## config.mk

```make
export PLATFORM = sky130hd
export DESIGN_NAME = alu_arbiter_ctrl
export DESIGN_NICKNAME = d
export VERILOG_FILES = /design/src/rtl/alu_pkg.sv /design/src/rtl/alu_rr_arbiter2.sv /design/src/rtl/alu_arbiter_ctrl.sv
export SDC_FILE = /design/constraint.sdc
export NUM_CORES = 1
export LEC_CHECK = 0
export ABC_AREA = 1
export ABC_CLOCK_PERIOD_IN_PS = 6350
export BUFFER_PORTS_ARGS = -buffer_cell sky130_fd_sc_hd__buf_2
export CAP_MARGIN = 20
export CORE_ASPECT_RATIO = 0.75
export CORE_MARGIN = 2
export CORE_UTILIZATION = 47
export CTS_BUF_LIST = sky130_fd_sc_hd__clkbuf_4
export DETAILED_ROUTE_END_ITERATION = 12
export MAX_ROUTING_LAYER = met4
export PLACE_DENSITY_LB_ADDON = 0.2
export SLEW_MARGIN = 20
export SYNTH_ARGS = -nofsm -noshare
export SYNTH_HDL_FRONTEND = slang
export SYNTH_SLANG_ARGS = --single-unit
```

## constraint.sdc

```tcl
create_clock -name clk -period 6.35 [get_ports clk]
set_clock_uncertainty 0.1 [all_clocks]
set_input_delay 0.635 -clock clk [delete_from_list [all_inputs] [get_ports clk]]
set_output_delay 0.635 -clock clk [all_outputs]
set_load 0.005 [all_outputs]
```

## src/rtl/alu_pkg.sv

```systemverilog
// Shared definitions for the two-requester ALU arbiter: command encodings,
// controller state encoding and the command type.
package alu_pkg;

   typedef logic [2:0] alu_cmd_t;

   localparam alu_cmd_t ALU_ADD  = 3'd0;
   localparam alu_cmd_t ALU_SUB  = 3'd1;
   localparam alu_cmd_t ALU_XOR  = 3'd2;
   localparam alu_cmd_t ALU_SLT  = 3'd3;
   localparam alu_cmd_t ALU_AND  = 3'd4;
   localparam alu_cmd_t ALU_NAND = 3'd5;
   localparam alu_cmd_t ALU_NOR  = 3'd6;
   localparam alu_cmd_t ALU_OR   = 3'd7;

   typedef enum logic [1:0] {
      IDLE   = 2'd0,
      SETTLE = 2'd1,
      RESP   = 2'd2
   } state_t;

endpackage

```

## src/rtl/alu_rr_arbiter2.sv

```systemverilog
// Two-way round-robin grant: a lone requester always wins, and on a tie the
// requester that did not win last time is chosen.
module alu_rr_arbiter2
   import alu_pkg::*;
(
   input  logic [1:0] valid,
   input  logic       rr_last,
   output logic [1:0] grant,
   output logic       grant_id
);

   always_comb begin
      grant_id = 1'b0;
      grant    = 2'b00;
      case (valid)
         2'b01:   grant_id = 1'b0;
         2'b10:   grant_id = 1'b1;
         2'b11:   grant_id = ~rr_last;
         default: grant_id = 1'b0;
      endcase
      if (|valid)
         grant = grant_id ? 2'b10 : 2'b01;
   end

endmodule

```

## src/rtl/alu_arbiter_ctrl.sv

```systemverilog
// Shares one combinational ALU between two requesters: grants round-robin,
// holds the winner's operands for a settle window, then returns the sampled result.
module alu_arbiter_ctrl
   import alu_pkg::*;
#(
   parameter int WIDTH         = 32,
   parameter int SETTLE_CYCLES = 8
) (
   input  logic             clk,
   input  logic             reset,
   input  logic             req0_valid,
   output logic             req0_ready,
   input  logic [2:0]       req0_cmd,
   input  logic [WIDTH-1:0] req0_a,
   input  logic [WIDTH-1:0] req0_b,
   input  logic             req1_valid,
   output logic             req1_ready,
   input  logic [2:0]       req1_cmd,
   input  logic [WIDTH-1:0] req1_a,
   input  logic [WIDTH-1:0] req1_b,
   output logic             rsp_valid,
   input  logic             rsp_ready,
   output logic             rsp_id,
   output logic [WIDTH-1:0] rsp_result,
   output logic             rsp_carryout,
   output logic             rsp_overflow,
   output logic             rsp_zero,
   output logic [2:0]       alu_command,
   output logic [WIDTH-1:0] alu_operand_a,
   output logic [WIDTH-1:0] alu_operand_b,
   input  logic [WIDTH-1:0] alu_result,
   input  logic             alu_carryout,
   input  logic             alu_overflow,
   input  logic             alu_zero,
   output logic             busy
);

   localparam int               CNT_BITS = $clog2(SETTLE_CYCLES + 1);
   localparam int               CNT_W    = (CNT_BITS < 1) ? 1 : CNT_BITS;
   localparam logic [CNT_W-1:0] CNT_LOAD = CNT_W'(SETTLE_CYCLES - 1);

   state_t           state;
   state_t           next_state;
   logic             rr_last;
   logic [CNT_W-1:0] count;
   logic [1:0]       valid;
   logic [1:0]       grant;
   logic             grant_id;
   logic             issue;
   logic             capture;
   logic             handshake;

   // Requests are invisible while reset is held so nothing is granted during it.
   assign valid = {req1_valid, req0_valid} & {2{~reset}};

   alu_rr_arbiter2 u_arb (
      .valid    (valid),
      .rr_last  (rr_last),
      .grant    (grant),
      .grant_id (grant_id)
   );

   always_ff @(posedge clk or posedge reset) begin
      if (reset)
         state <= IDLE;
      else
         state <= next_state;
   end

   always_comb begin
      next_state = state;
      case (state)
         IDLE:    if (|grant) next_state = SETTLE;
         SETTLE:  if (count == '0) next_state = RESP;
         RESP:    if (rsp_valid && rsp_ready) next_state = IDLE;
         default: next_state = IDLE;
      endcase
   end

   always_comb begin
      req0_ready = 1'b0;
      req1_ready = 1'b0;
      busy       = 1'b1;
      issue      = 1'b0;
      capture    = 1'b0;
      handshake  = 1'b0;
      case (state)
         IDLE: begin
            req0_ready = grant[0];
            req1_ready = grant[1];
            busy       = 1'b0;
            issue      = |grant;
         end
         SETTLE:  capture   = (count == '0);
         RESP:    handshake = rsp_valid && rsp_ready;
         default: busy      = 1'b1;
      endcase
   end

   // Control: arbitration history, settle counter, response valid
   always_ff @(posedge clk or posedge reset) begin
      if (reset) begin
         rr_last   <= 1'b1;
         count     <= '0;
         rsp_valid <= 1'b0;
      end else begin
         if (issue) begin
            rr_last <= grant_id;
            count   <= CNT_LOAD;
         end else if (state == SETTLE && count != '0) begin
            count <= count - 1'b1;
         end
         if (capture)
            rsp_valid <= 1'b1;
         else if (handshake)
            rsp_valid <= 1'b0;
      end
   end

   // ALU inputs change only on a grant edge so they stay put until the next grant
   always_ff @(posedge clk or posedge reset) begin
      if (reset) begin
         alu_command   <= '0;
         alu_operand_a <= '0;
         alu_operand_b <= '0;
         rsp_id        <= 1'b0;
      end else if (issue) begin
         alu_command   <= grant_id ? req1_cmd : req0_cmd;
         alu_operand_a <= grant_id ? req1_a   : req0_a;
         alu_operand_b <= grant_id ? req1_b   : req0_b;
         rsp_id        <= grant_id;
      end
   end

   // Response data is sampled once at the end of the settle window
   always_ff @(posedge clk or posedge reset) begin
      if (reset) begin
         rsp_result   <= '0;
         rsp_carryout <= 1'b0;
         rsp_overflow <= 1'b0;
         rsp_zero     <= 1'b0;
      end else if (capture) begin
         rsp_result   <= alu_result;
         rsp_carryout <= alu_carryout;
         rsp_overflow <= alu_overflow;
         rsp_zero     <= alu_zero;
      end
   end

endmodule

```

Yosys cells after proc, flatten, opt, wreduce, memory -nomap -nowiden
Index checks and enable logic that the tools add are counted.

Bits in registers: 111. Latch bits: 0. Bits in writable memories: 0. ROM bits: 0. Memories: 0.

$add $sub $neg: 1. $mul: 0. Div/mod/pow operators: 0. Order comparisons: 0. Eq/ne operators: 7. Shift operators: 0. Multiplexer cells: 20. Bitwise gates (word level): 3. Reduce and logical (&&, ||, !) cells: 10.

Operators by type and width (number): $mux 32 (2); $mux 2 (5); $mux 1 (8); $mux 4 (2); $eq 2x2->1 const B (3); $ne 2x2->1 const B (3); $pmux 2 s3 (1); $logic_not 4->1 (1); $reduce_bool 2->1 (2); $reduce_bool 4->1 (1); $reduce_or 2->1 (2); $sub 4x1->4 const B (1); $mux 3 (1); $reduce_and 3->1 (1); $and 2x2->2 (1); $eq 2x1->1 const B (1); $logic_and 1x1->1 (2); $logic_not 2->1 (1); $not 1->1 (2); $pmux 1 s2 (1).

Depth between registers and ports, before layout
Gate-level depths: netlist of run 1.

Depth in word-level cells: 9. Gate-level depth with buffers: 9. Mapped depth without buffers: 7.

By module
From an unflattened synthesis of run 1, not the netlist that was laid out.

Cells, all modules: 649. Area, all modules: 5370.2 µm².

By module, submodules not included: alu_arbiter_ctrl (instances 1, cells each 643, area an instance 5345.1 µm²); alu_rr_arbiter2 (instances 1, cells each 6, area an instance 25.0 µm²).

Least setup slack after synthesis of run 1
Ideal clock, no wire load.

Path type: input-to-reg. From: input port reset. To: register alu_operand_b[0]. Arrival: 4.607 ns. Data required time: 6.185 ns. Setup slack: 1.578 ns. Cell stages on the path: 6. Buffers on the path: 1. Cells stage by stage: inv_2 > clkbuf_1 > nand4_1 > nand2_1 > nand2_1 > nand2_1.

Word-level cells in the longest chain between the ends: 8.

RTL lines: from (decl) (line alu_arbiter_ctrl.sv:10) `input logic reset,`; $not 1->1 * (line alu_arbiter_ctrl.sv:54) `assign valid = {req1_valid, req0_valid} & {2{~reset}};`; $and 2x2->2 * (line alu_arbiter_ctrl.sv:54); $eq 2x2->1 (line alu_rr_arbiter2.sv:15) `case (valid)`; $pmux 1 s2 (line alu_rr_arbiter2.sv:15); $mux 2 (line alu_rr_arbiter2.sv:22) `grant = grant_id ? 2'b10 : 2'b01;`; $mux 2 (line alu_rr_arbiter2.sv:21) `if (|valid)`; $reduce_or 2->1 (line alu_arbiter_ctrl.sv:92) `issue = |grant;`; $mux 1 (line alu_arbiter_ctrl.sv:87) `case (state)`; to (signal assigned) (line alu_arbiter_ctrl.sv:130) `alu_operand_b <= grant_id ? req1_b : req0_b;`; to (decl) (line alu_arbiter_ctrl.sv:30) `output logic [WIDTH-1:0] alu_operand_b,`.

Mark *: on every way between the ends. The rest lies on a longest branch, timed or not. A chain may end at the register's enable or synchronous reset.

Worst setup path in the final report of run 1
From: input port req1_valid. To: output port req0_ready.

Word-level cells in the longest chain between the ends: 6.

RTL lines: from (decl) (line alu_arbiter_ctrl.sv:16) `input logic req1_valid,`; $and 2x2->2 * (line alu_arbiter_ctrl.sv:54); $eq 2x2->1 (line alu_rr_arbiter2.sv:15); $pmux 1 s2 (line alu_rr_arbiter2.sv:15); $mux 2 (line alu_rr_arbiter2.sv:22); $mux 2 * (line alu_rr_arbiter2.sv:21); $mux 1 * (line alu_arbiter_ctrl.sv:87); to (decl) (line alu_arbiter_ctrl.sv:12) `output logic req0_ready,`.

Marked as above.

==> summary.md, run 1 <==
| Metric | Value |
|---|---|
| Run status | finished, final reports clean |
| Initial antenna violation count | 0 |
| Die Span Y | ~97 um |
| Flip-flop and latch count after synthesis | 111 |
| Crit path depth | 7 |
| Number of rows created at floorplan | 33 |
| LEAKAGE | about 4.2 nW |
| Slew margin rel. | between 30 and 40% |
| Total routing resource utilization after global routing | 25.4% |
| Critical R2R Capture | alu_operand_a[3] |
| Count of flip-flops with a built-in enable after synthesis | 0 |
| Number of cells on the worst reg-to-reg path | 7 |
| Resized Gates After CTS | 0 |
| Largest delay share family, worst path | buffers and inverters |
| Class of the worst hold path | input port to async pin |
| Layout area overhead | 27.7% |
| Total placed instance area | 6770 sq um |
| Routed wire length | 15100 um |
| DIE AREA | between 10000 and 15000 sq um |
| Post-route cell area | between 6000 and 7000 sq um |
| Share of synthesized registers carrying an async set or reset | 100% |
| Critical register-to-register path startpoint | state[1] |
| Distinct cell type count of the synthesized netlist | 18 |
| Yosys top cell area share | 51.1% |
| Startpoint Class | input port |
| Vias in the first global route | slightly above 5k |
| Initial core utilization | around half |
| Library cell with the largest summed area after synthesis | sky130_fd_sc_hd__dfrtp_1 |
| Core ar. | around 11000 sq um |
| Worst endpoint required time | between 5 and 6 ns |
| Worst-path cell chain | buf_2 > buf_4 > or2_1 > nand2_2 > buf_4 > a21oi_1 > buf_2 |
| Maximum number of pins on one net before global-route repair | roughly 120 |
| Slowest cell on the critical path | sky130_fd_sc_hd__buf_4 |
| CTS tree | built |
| Share of the yosys chip area belonging to registers | a little over 50% |
| Power density of the placed cells | between 300 and 400 nW/um^2 |
| Clock-pin slew on the worst setup and hold paths | around 0.17 ns |
| Critical Setup Path Class | input port to output port |
| First-pass detailed-route iteration total | 4 |
| Global-route wire length before repair | 24700 um |
| Post-Synthesis Cells | approximately 720 |
| Max-slew violation count | 0 |
| Number of diodes added for antenna fixing | 0 |
| Total via count after detailed routing | 5448 |
| Detail Placement HPWL | between 10000 and 15000 um |
| Aggregate global routing overflow | 0 |
| Reg2Reg Setup Slack | approximately 4.3 ns |
| Count of buffers from port buffering | between 200 and 300 |
| Per-instance average area after synthesis | between 7 and 8 sq um |
| Unrepaired setup endpoints after global routing | no |
| Number of hold buffers added after CTS | 0 |
| Fraction of final layout cells sized beyond drive strength 1 | 31.8% |
| Synth warnings | 0 |
| Area contributors post-synth | sky130_fd_sc_hd__dfrtp_1 (51%), sky130_fd_sc_hd__nand2_1 (27%), sky130_fd_sc_hd__nand4_1 (7.8%) |
| Number of cells after detailed placement | 1099 |
| Final non-filler cell total | approximately 1.1k |
| Number of design-rule violations left by the first detailed-router iteration | roughly 280 |
| Root cell of the clock tree | sky130_fd_sc_hd__clkbuf_4 |
| Clock latency at the later pin of the worst-skew pair | 0.47 ns |
| Number of H-tree branching levels | 3 |
| CTS sink cnt | 111 |
| Maximum net fanout on the critical path | 76 |
| Global placement routability congestion | 0.825 |
| Post-route minimum period | around 3.1 ns |
| Final period util | between 40% and 50% |
| CP endpoint kind | output port |
| Critical path buffers and inverters | 4 |
| Setup violators final | 0 |
| Core utilization of the finished layout | between 60% and 70% |
| Post CTS Setup Buffer Count | 0 |
| Drt drc | 0 |
| Endpoint arrival time on the critical path | 2.36 ns |
| Most common flop cell mapped by yosys | sky130_fd_sc_hd__dfrtp_1 |
| Max Buffers Root-to-Sink | 2 |
| Per-cell via count in the routed design | 4.89 |
| Post-DRT Antenna Nets | 0 |
| Post-layout net count | 1145 |
| Post-Synthesis Net Count | 899 |
| Setup_tns | 0 ns |
| Max stage delay on crit path | between 0.6 and 0.7 ns |
| Final Hold Viols | 0 |
| Die extent in x | between 100 and 150 um |
| Average wire per standard cell | between 10 and 15 um |
| Number of maximum-capacitance constraint violations | 0 |
| Netlist Area Pre-Place | 5390 sq um |
| Slew at the pin with the worst max-slew slack | around 0.93 ns |
| Total CTS buffers | 9 |
| Top-Level Pins | ~280 |
| Most common cell after layout, fill and taps aside | sky130_fd_sc_hd__nand2_1 |
| Peak supply drop | ~0.14 mV |
| Most frequent cells in the layout | sky130_fd_sc_hd__nand2_1 (392), sky130_fd_sc_hd__buf_2 (280), sky130_fd_sc_hd__dfrtp_1 (110), sky130_fd_sc_hd__nand4_1 (67), sky130_fd_sc_hd__inv_1 (43) |
| Fmax | about 0.32 GHz |
==> layer usage <==
layer	share of wire, %	track usage [%]	vias to the layer above
met4	1.9	7.02	0
met2	47	38.6	229
li1	-	-	2769
met3	7.4	6.03	23
met5	0	-	-
met1	44	34.5	2427
==> cell type report <==
type / instances / area [sq um]
fillers: 1043 / 4180
flip-flops and latches: 111 / 2780
multi-input cells: 515 / 2190
repair buffers: 286 / 1450
inverters: 47 / 183
well taps: 140 / 175
clock buffers: 9 / 67.6
clock inverters: 7 / 47.5
==> report_power, final <==
part,leakage (nW),switching (mW),internal [mW]
Combinational,2.83,0.628,0.465
Clock,0.0520,0.235,0.0796
Sequential,1.37,0.174,1.04
Total,4.25,1.04,1.58
==> metrics by stage <==
stage / setup WS (ns) / hold slack (ns) / total power, mW
after floorplan: 1.05 / 0.343 / 1.82
after global placement: 3.28 / 0.358 / 2.31
after detailed placement: 3.29 / 0.359 / 2.33
after CTS: 3.29 / 0.242 / 2.65
after global routing: 3.05 / 0.244 / 2.87
final: 3.26 / 0.266 / 2.62
==> cells by family after synthesis <==
| logic type | after synthesis | synth area share (%) |
|---|---|---|
| DFF | 111 | 51.5 |
| buffers and inverters | 98 | 8.15 |
| AOI/OAI and AO/OA | 37 | 3.43 |
| adders and majority gates | 1 | 0.232 |
| and+or+nand+nor | 477 | 36.6 |
==> worst register-to-register path: cells and delay by family, from the launching register on <==
kind	cells	cell delay, ns
flops	1	0.43
buf+inv	2	0.75
simple gates	5	0.69
==> worst max-delay path by stage <==
stage               startpoint              to
floorplan                reset  alu_command[0]
global route        req1_valid      req0_ready
detailed placement  req1_valid      req0_ready
global placement    req1_valid      req0_ready
CTS                 req1_valid      req0_ready
finish              req1_valid      req0_ready
==> Yosys cell counts, types with 3 or more instances <==
master,n
sky130_fd_sc_hd__nand4_1,67
sky130_fd_sc_hd__nand3_1,10
sky130_fd_sc_hd__dfrtp_1,110
sky130_fd_sc_hd__o21ai_0,36
sky130_fd_sc_hd__buf_6,3
sky130_fd_sc_hd__inv_2,4
sky130_fd_sc_hd__buf_2,21
sky130_fd_sc_hd__inv_1,43
sky130_fd_sc_hd__clkbuf_1,20
sky130_fd_sc_hd__buf_4,6
sky130_fd_sc_hd__nor2_1,5
sky130_fd_sc_hd__nand2_1,393
==> registers in the layout, indices dropped and copies added (netlist names) <==
register,flops
alu_command,3
alu_operand_a,32
alu_operand_b,32
count,4
rr_last,1
rsp_carryout,1
rsp_id,1
rsp_overflow,1
rsp_result,32
rsp_valid,1
rsp_zero,1
state,2
Note: power is estimated with default switching activity, not from simulation.
==> run 2, diff against run 1 <==
--- a/config.mk
+++ b/config.mk
@@ -6,7 +6,7 @@
 export NUM_CORES = 1
 export LEC_CHECK = 0
 export ABC_AREA = 1
-export ABC_CLOCK_PERIOD_IN_PS = 6350
+export ABC_CLOCK_PERIOD_IN_PS = 3100
 export BUFFER_PORTS_ARGS = -buffer_cell sky130_fd_sc_hd__buf_2
 export CAP_MARGIN = 20
 export CORE_ASPECT_RATIO = 0.75
==> constraint.sdc (replaced) <==
create_clock -name clk -period 3.1 [get_ports clk]
set_clock_uncertainty 0.1 [all_clocks]
set_input_delay 0.31 -clock clk [delete_from_list [all_inputs] [get_ports clk]]
set_output_delay 0.31 -clock clk [all_outputs]
set_load 0.005 [all_outputs]
==> run 2 against run 1 <==
  * Count of clock-buffer cells in the layout unchanged
  * Routed wire length grew 4.6%
  * Total power up 110%
  * Critical path depth unchanged
  * Core utilization up 4.1 points
  * Die area unchanged
  * Non-clock buffer count is 42 higher
  * Largest power group unchanged
  * Highest routed layer unchanged
==> summary.md, run 2 (synthesis results as in run 1) <==
| Metric | Value |
|---|---|
| Unrepaired setup endpoints after global routing | no |
| Post CTS Setup Buffer Count | 0 |
| Number of diodes added for antenna fixing | 0 |
| Total via count after detailed routing | 5705 |
| Root cell of the clock tree | sky130_fd_sc_hd__clkbuf_4 |
| Number of rows created at floorplan | 33 |
| Largest registers in the final layout | alu_operand_a: 32 flops, alu_operand_b: 32 flops, rsp_result: 32 flops |
| First-pass detailed-route iteration total | 6 |
| Total CTS buffers | 9 |
| Count of buffers from port buffering | 280 |
| Clock latency at the later pin of the worst-skew pair | ~0.45 ns |
| Setup violators final | 0 |
| Global-route wire length before repair | about 26000 um |
| Clock-pin slew on the worst setup and hold paths | 0.18 ns |
| Maximum net fanout on the critical path | 41 |
| Detail Placement HPWL | slightly above 10000 um |
| Final Hold Viols | 0 |
| Top-Level Pins | 281 |
| Worst endpoint required time | approximately 2.7 ns |
| Post-DRT Antenna Nets | 0 |
| Reg2Reg Setup Slack | 0.69 ns |
| Startpoint Class | input port |
| Number of H-tree branching levels | 3 |
| Post-route minimum period | about 2.4 ns |
| Number of cells after detailed placement | around 1.1k |
| Final period util | between 70% and 80% |
| Fraction of final layout cells sized beyond drive strength 1 | 30.6% |
| Post-layout net count | 1187 |
| Die Span Y | around 97 um |
| Class of the worst hold path | input port to flop |
| Net switching fraction of the power | between 30% and 40% |
| Clock network fraction of total power | a little over an eighth |
| Run status | finished, final reports clean |
| Max-slew violation count | 0 |
| Core ar. | roughly 11000 sq um |
| CTS tree | built |
| CP endpoint kind | output port |
| Slew margin rel. | between 30% and 40% |
| Initial antenna violation count | 0 |
| Number of design-rule violations left by the first detailed-router iteration | about 350 |
| Maximum number of pins on one net before global-route repair | 95 |
| Max Buffers Root-to-Sink | 2 |
| Average wire per standard cell | around 14 um |
| Smallest setup slack after layout | between 0.6 and 0.7 ns |
| Per-cell via count in the routed design | about 4.9 |
| Core utilization of the finished layout | approximately two thirds |
| Layout area overhead | 36.1% |
| Post-Place Setup Slack | approximately 0.75 ns |
| Drt drc | 0 |
| Peak supply drop | 0.288 mV |
| Final non-filler cell total | around 1.2k |
| LEAKAGE | around 4.4 nW |
| Endpoint arrival time on the critical path | between 2 and 2.5 ns |
| Vias in the first global route | between 5k and 6k |
| Number of maximum-capacitance constraint violations | 0 |
| Combinational power share | between 40% and 50% |
| Power density of the placed cells | around 750 nW/um^2 |
| Most frequent cells in the layout | sky130_fd_sc_hd__nand2_1 (392), sky130_fd_sc_hd__buf_2 (280), sky130_fd_sc_hd__dfrtp_1 (110), sky130_fd_sc_hd__nand4_1 (67), sky130_fd_sc_hd__inv_1 (43) |
| Sw power | 2.14 mW |
| Fmax | slightly above 0.4 GHz |
| Critical Setup Path Class | input port to output port |
| Die extent in x | about 130 um |
| Setup_tns | 0 ns |
| CTS sink cnt | ~110 |
| Routed wire length | between 15000 and 20000 um |
| Initial core utilization | 48.7% |
| Most common cell after layout, fill and taps aside | sky130_fd_sc_hd__nand2_1 |
| Global placement routability congestion | approximately 0.86 |
| Slew at the pin with the worst max-slew slack | about 0.94 ns |
| Internal portion of total power | approximately 3.4 mW |
| Total routing resource utilization after global routing | between 20% and 30% |
| Sequential group share of total power | a little under half |
| DIE AREA | ~12000 sq um |
| Aggregate global routing overflow | 0 |
-- run 2: cell types whose count changed in the layout (fill, tap and decap cells not counted) --
cell / previous run / this run
sky130_fd_sc_hd__clkinv_2: 2 / 1
sky130_fd_sc_hd__clkinv_1: 1 / 2
sky130_fd_sc_hd__bufinv_16: 0 / 1
sky130_fd_sc_hd__clkinv_4: 0 / 1
sky130_fd_sc_hd__inv_8: 0 / 1
sky130_fd_sc_hd__buf_4: 6 / 7
sky130_fd_sc_hd__dlygate4sd3_1: 0 / 40
sky130_fd_sc_hd__buf_12: 0 / 1
sky130_fd_sc_hd__clkinvlp_4: 4 / 2
sky130_fd_sc_hd__inv_6: 2 / 1
-- run 2: power groups by stage --
stage          combinational, mW  clock [mW]  sequential [mW]
2_1_floorplan               1.16           0             2.56
3_3_place_gp                2.21           0             2.51
3_5_place_dp                2.27           0             2.50
4_1_cts                     2.30       0.754             2.48
5_1_grt                     2.60       0.822             2.59
6_report                    2.28       0.732             2.49
-- run 2: per-stage QoR --
step	hold WS (ns)	cell area (sq um)	power (mW)
6_report	0.0184	7340	5.51
3_5_place_dp	0.222	6800	4.77
5_1_grt	0.0000219	7340	6.01
4_1_cts	0.00000339	7330	5.54
3_3_place_gp	0.223	6800	4.72
2_1_floorplan	0.343	5390	3.72
-- run 2: worst max-delay path, cell delays in order --
cell	delay, ns
sky130_fd_sc_hd__dlygate4sd3_1	0.54
sky130_fd_sc_hd__buf_2	0.16
sky130_fd_sc_hd__inv_6	0.25
sky130_fd_sc_hd__nand3_2	0.13
sky130_fd_sc_hd__buf_4	0.29
sky130_fd_sc_hd__nor2_1	0.20
sky130_fd_sc_hd__buf_2	0.16
-- run 2: final cells by class --
cell class,instances,area (sq um)
multi-input combinational,515,2190
sequential,111,2780
timing repair buffer,328,1870
clock buffer,9,67.6
clock inverter,7,72.6
inverter,47,183
fill,1020,3730
tap,140,175
-- run 2: timing repair --
action,in CTS,in global routing
gates resized for setup,0,0
hold buffers,39,1
hold endpoints to repair,50,1
-- run 2: worst paths after layout --
path,from,to,cells past startpoint
max in group asynchronous,reset,rsp_result[11],4
setup reg to reg,state[1],alu_operand_b[23],7
min in group asynchronous,reset,alu_operand_a[22],3
setup / recovery,reset,req1_ready,7
hold reg to reg,rr_last,rr_last,2
hold / removal,req0_b[20],alu_operand_b[20],5
-- run 2: layer usage --
layer | global-route usage [%] | vias up | wire [um]
met4 | 9.55 | 0 | 493
met2 | 44.2 | 230 | 7620
met1 | 33.7 | 2576 | 6600
met5 | - | - | 0
met3 | 5.97 | 49 | 1130
li1 | - | 2850 | -
==> run 3, diff against run 2 <==
--- a/config.mk
+++ b/config.mk
@@ -5,13 +5,13 @@
 export SDC_FILE = /design/constraint.sdc
 export NUM_CORES = 1
 export LEC_CHECK = 0
-export ABC_AREA = 1
-export ABC_CLOCK_PERIOD_IN_PS = 3100
+export ABC_AREA = 0
+export ABC_CLOCK_PERIOD_IN_PS = 2400
 export BUFFER_PORTS_ARGS = -buffer_cell sky130_fd_sc_hd__buf_2
 export CAP_MARGIN = 20
 export CORE_ASPECT_RATIO = 0.75
 export CORE_MARGIN = 2
-export CORE_UTILIZATION = 47
+export CORE_UTILIZATION = 46
 export CTS_BUF_LIST = sky130_fd_sc_hd__clkbuf_4
 export DETAILED_ROUTE_END_ITERATION = 12
 export MAX_ROUTING_LAYER = met4
==> constraint.sdc (replaced) <==
create_clock -name clk -period 2.4 [get_ports clk]
set_clock_uncertainty 0.1 [all_clocks]
set_input_delay 0.24 -clock clk [delete_from_list [all_inputs] [get_ports clk]]
set_output_delay 0.24 -clock clk [all_outputs]
set_load 0.005 [all_outputs]
==> run 3 against run 2 <==
  * Die area decreased by 4.7%
  * Sequential share of layout area decreased by 1.8 points
  * Design area increased by 5.0%
  * Highest routed layer unchanged
  * Largest cell class unchanged
  * Global-route usage increased by 0.98 points
  * Critical endpoint unchanged
  * Count of clock-buffer cells in the layout unchanged
==> summary.md, run 3 <==
| Metric | Value |
|---|---|
| Area share of and/or/nand/nor cells after synthesis | 17.0% |
| Total via count after detailed routing | between 5k and 6k |
| Most common flop cell mapped by yosys | sky130_fd_sc_hd__dfrtp_1 |
| Area contributors post-synth | sky130_fd_sc_hd__dfrtp_1 (55%), sky130_fd_sc_hd__a221o_1 (13%), sky130_fd_sc_hd__mux2_2 (6.3%) |
| Post CTS Setup Buffer Count | 0 |
| Largest registers in the final layout | alu_operand_a: 32 flops, alu_operand_b: 32 flops, rsp_result: 32 flops |
| Fmax | around 0.48 GHz |
| Die Span Y | about 94 um |
| Number of diodes added for antenna fixing | 0 |
| Resized Gates After CTS | 0 |
| Startpoint Class | flop |
| Per-cell via count in the routed design | about 5.5 |
| Drt drc | 0 |
| Most common cell in the netlist | sky130_fd_sc_hd__dfrtp_1 |
| Run status | finished, final reports clean |
| Initial core utilization | 48.0% |
| Final Hold Viols | 0 |
| Number of design-rule violations left by the first detailed-router iteration | roughly 240 |
| Distinct cell type count of the synthesized netlist | 32 |
| Total routing resource utilization after global routing | ~28% |
| Routed wire length | approximately 16000 um |
| Vias in the first global route | 5194 |
| Max stage delay on crit path | about 0.48 ns |
| Largest delay share family, worst path | simple AND/OR/NAND/NOR gates |
| Average wire per standard cell | between 15 and 20 um |
| Clock-pin slew on the worst setup and hold paths | about 0.18 ns |
| Clock latency at the later pin of the worst-skew pair | roughly 0.45 ns |
| Maximum number of pins on one net before global-route repair | 64 |
| Flip-flop and latch count after synthesis | 111 |
| Mux share of post-synthesis cell area | 7.86% |
| Setup violators final | 0 |
| Number of H-tree branching levels | 3 |
| Class of the worst hold path | input port to flop |
| Aggregate global routing overflow | 0 |
| First-pass detailed-route iteration total | 5 |
| Number of maximum-capacitance constraint violations | 0 |
| LEAKAGE | between 3 and 4 nW |
| Global-route wire length before repair | approximately 26000 um |
| Count of flip-flops with a built-in enable after synthesis | 0 |
| Post-route minimum period | 2.10 ns |
| Detail Placement HPWL | 10600 um |
| Share of the yosys chip area belonging to registers | a little under three fifths |
| Core ar. | approximately 10000 sq um |
| Library cell with the largest summed area after synthesis | sky130_fd_sc_hd__dfrtp_1 |
| Power density of the placed cells | about 950 nW/um^2 |
| Max Buffers Root-to-Sink | 2 |
| Peak supply drop | roughly 0.45 mV |
| Post-Place Setup Slack | 0.508 ns |
| Global placement routability congestion | 0.813 |
| # fillers | roughly 740 |
| CTS sink cnt | between 100 and 150 |
| Netlist Area Pre-Place | 5020 sq um |
| Post-layout net count | ~970 |
| Synthesized-area fraction occupied by ao, oa, aoi and oai cells | around 15% |
| Number of rows created at floorplan | 32 |
| Post-Synthesis Net Count | roughly 610 |
| Layout area overhead | 53.5% |
| Share of synthesized registers carrying an async set or reset | 100% |
| Unrepaired setup endpoints after global routing | no |
| Critical path buffers and inverters | 2 |
| Fraction of final layout cells sized beyond drive strength 1 | between 40% and 50% |
| Most numerous cell types in the synthesized netlist | sky130_fd_sc_hd__dfrtp_1 (110), sky130_fd_sc_hd__nand2_1 (72), sky130_fd_sc_hd__a221o_1 (67), sky130_fd_sc_hd__nor3_1 (50), sky130_fd_sc_hd__mux2_2 (28) |
| Share of synthesized cell area in full adder, half adder and majority cells | less than 1% |
| XOR/XNOR share of the synthesized area | 0% |
| Count of buffers from port buffering | 280 |
| Maximum net fanout on the critical path | 8 |
| Setup_tns | 0 ns |
| Slew at the pin with the worst max-slew slack | between 0.6 and 0.7 ns |
| Slew margin rel. | roughly 54% |
| Yosys top cell area share | 54.9% |
| Post-DRT Antenna Nets | 0 |
| DIE AREA | 11800 sq um |
| Smallest setup slack after layout | just under 0.3 ns |
| Worst-path cell chain | nor3_1 > buf_4 > and3_2 > buf_2 |
| CTS tree | built |
| Slowest cell on the critical path | sky130_fd_sc_hd__dfrtp_1 |
| Die extent in x | between 100 and 150 um |
| Initial antenna violation count | 0 |
| Synth warnings | 0 |
| Post-Synthesis Cells | roughly 430 |
| Worst endpoint required time | between 2 and 2.5 ns |
| Total CTS buffers | 9 |
| Endpoint arrival time on the critical path | 1.76 ns |
| Per-instance average area after synthesis | approximately 12 sq um |
| Final period util | between 80% and 90% |
| Top-Level Pins | around 280 |
| CP endpoint kind | output port |
| Number of hold buffers added after CTS | roughly 100 |
| Root cell of the clock tree | sky130_fd_sc_hd__clkbuf_4 |
| Dominant combinational cell family by area after synthesis | simple AND/OR/NAND/NOR gates |
| Critical Setup Path Class | flop to output port |
| Most frequent cells in the layout | sky130_fd_sc_hd__buf_2 (280), sky130_fd_sc_hd__dfrtp_1 (110), sky130_fd_sc_hd__dlygate4sd3_1 (104), sky130_fd_sc_hd__nand2_1 (72), sky130_fd_sc_hd__a221o_1 (67) |
| Max-slew violation count | 0 |
| Most common cell after layout, fill and taps aside | sky130_fd_sc_hd__buf_2 |
-- run 3: changes by cell type in the layout (fill, tap and decap cells not counted), sizes merged, moves of 4 or more --
cell	before	now
inv	47	7
a221o	0	67
nand2	394	72
nor3	0	69
o21ai	36	5
buf	288	292
nand4	67	0
nand3	10	2
dlygate4sd3	40	104
mux2	0	35
-- run 3: worst paths after layout --
path                               start                to  slack [ns]  cells past startpoint
setup / recovery                state[1]        req1_ready        0.30                      4
hold / removal                 req0_b[7]  alu_operand_b[7]        0.04                      4
max in group asynchronous          reset           rr_last        1.14                      4
hold reg to reg            rsp_result[2]     rsp_result[2]        0.41                      1
setup reg to reg                state[1]    alu_command[2]        0.46                      4
min in group asynchronous          reset         rsp_valid        0.35                      3
-- run 3: kinds of logic after synthesis --
kind of cell             count (synthesis)
AO/OA/AOI/OAI                           78
adder cells (fa/ha/maj)                  1
buffers and inverters                   47
flip-flops                             111
multiplexers                            35
AND/OR/NAND/NOR                        162
-- run 3: worst reg2reg max path, delay by kind of cell (launching register included) --
| family | cells | cell delay [ns] |
|---|---|---|
| buffers and inverters | 1 | 0.27 |
| AND/OR/NAND/NOR | 2 | 0.89 |
| AO/OA/AOI/OAI | 1 | 0.14 |
| flip-flops | 1 | 0.48 |
-- run 3: power breakdown --
group	leakage [nW]	internal, mW	switching [mW]
logic	2.36	1.72	1.40
clock network	0.0715	0.228	0.633
registers	1.35	2.76	0.545
total	3.78	4.71	2.58
-- run 3: stage by stage --
stage	power, mW	utilization [%]	hold slack (ns)	instances	instance area [sq um]
final	7.28	73.7	0.0382	940	7700
after global routing	7.77	73.7	0.0315	940	7700
after CTS	7.31	73.7	0.0112	940	7700
after detailed placement	6.31	62.6	0.295	820	6540
after global placement	6.18	62.6	0.285	820	6540
after floorplan	4.86	-	0.272	434	5020
-- run 3: routing by layer --
layer	vias up	global-route usage (%)	wire length, um
met1	2540	33.8	6410
met2	265	49.1	8420
li1	2342	-	-
met3	35	6.29	1270
met4	0	7.02	310
met5	-	-	0
-- run 3: layout make-up --
type                    count  area, sq um  share of cell area, %
flip-flops and latches    111         2780                   36.1
repair buffers            396         2590                   33.7
well taps                 136          170                   2.21
multi-input cells         276         2010                   26.1
inverters                   5         22.5                  0.292
clock inverters             7         53.8                  0.699
clock buffers               9         67.6                  0.877
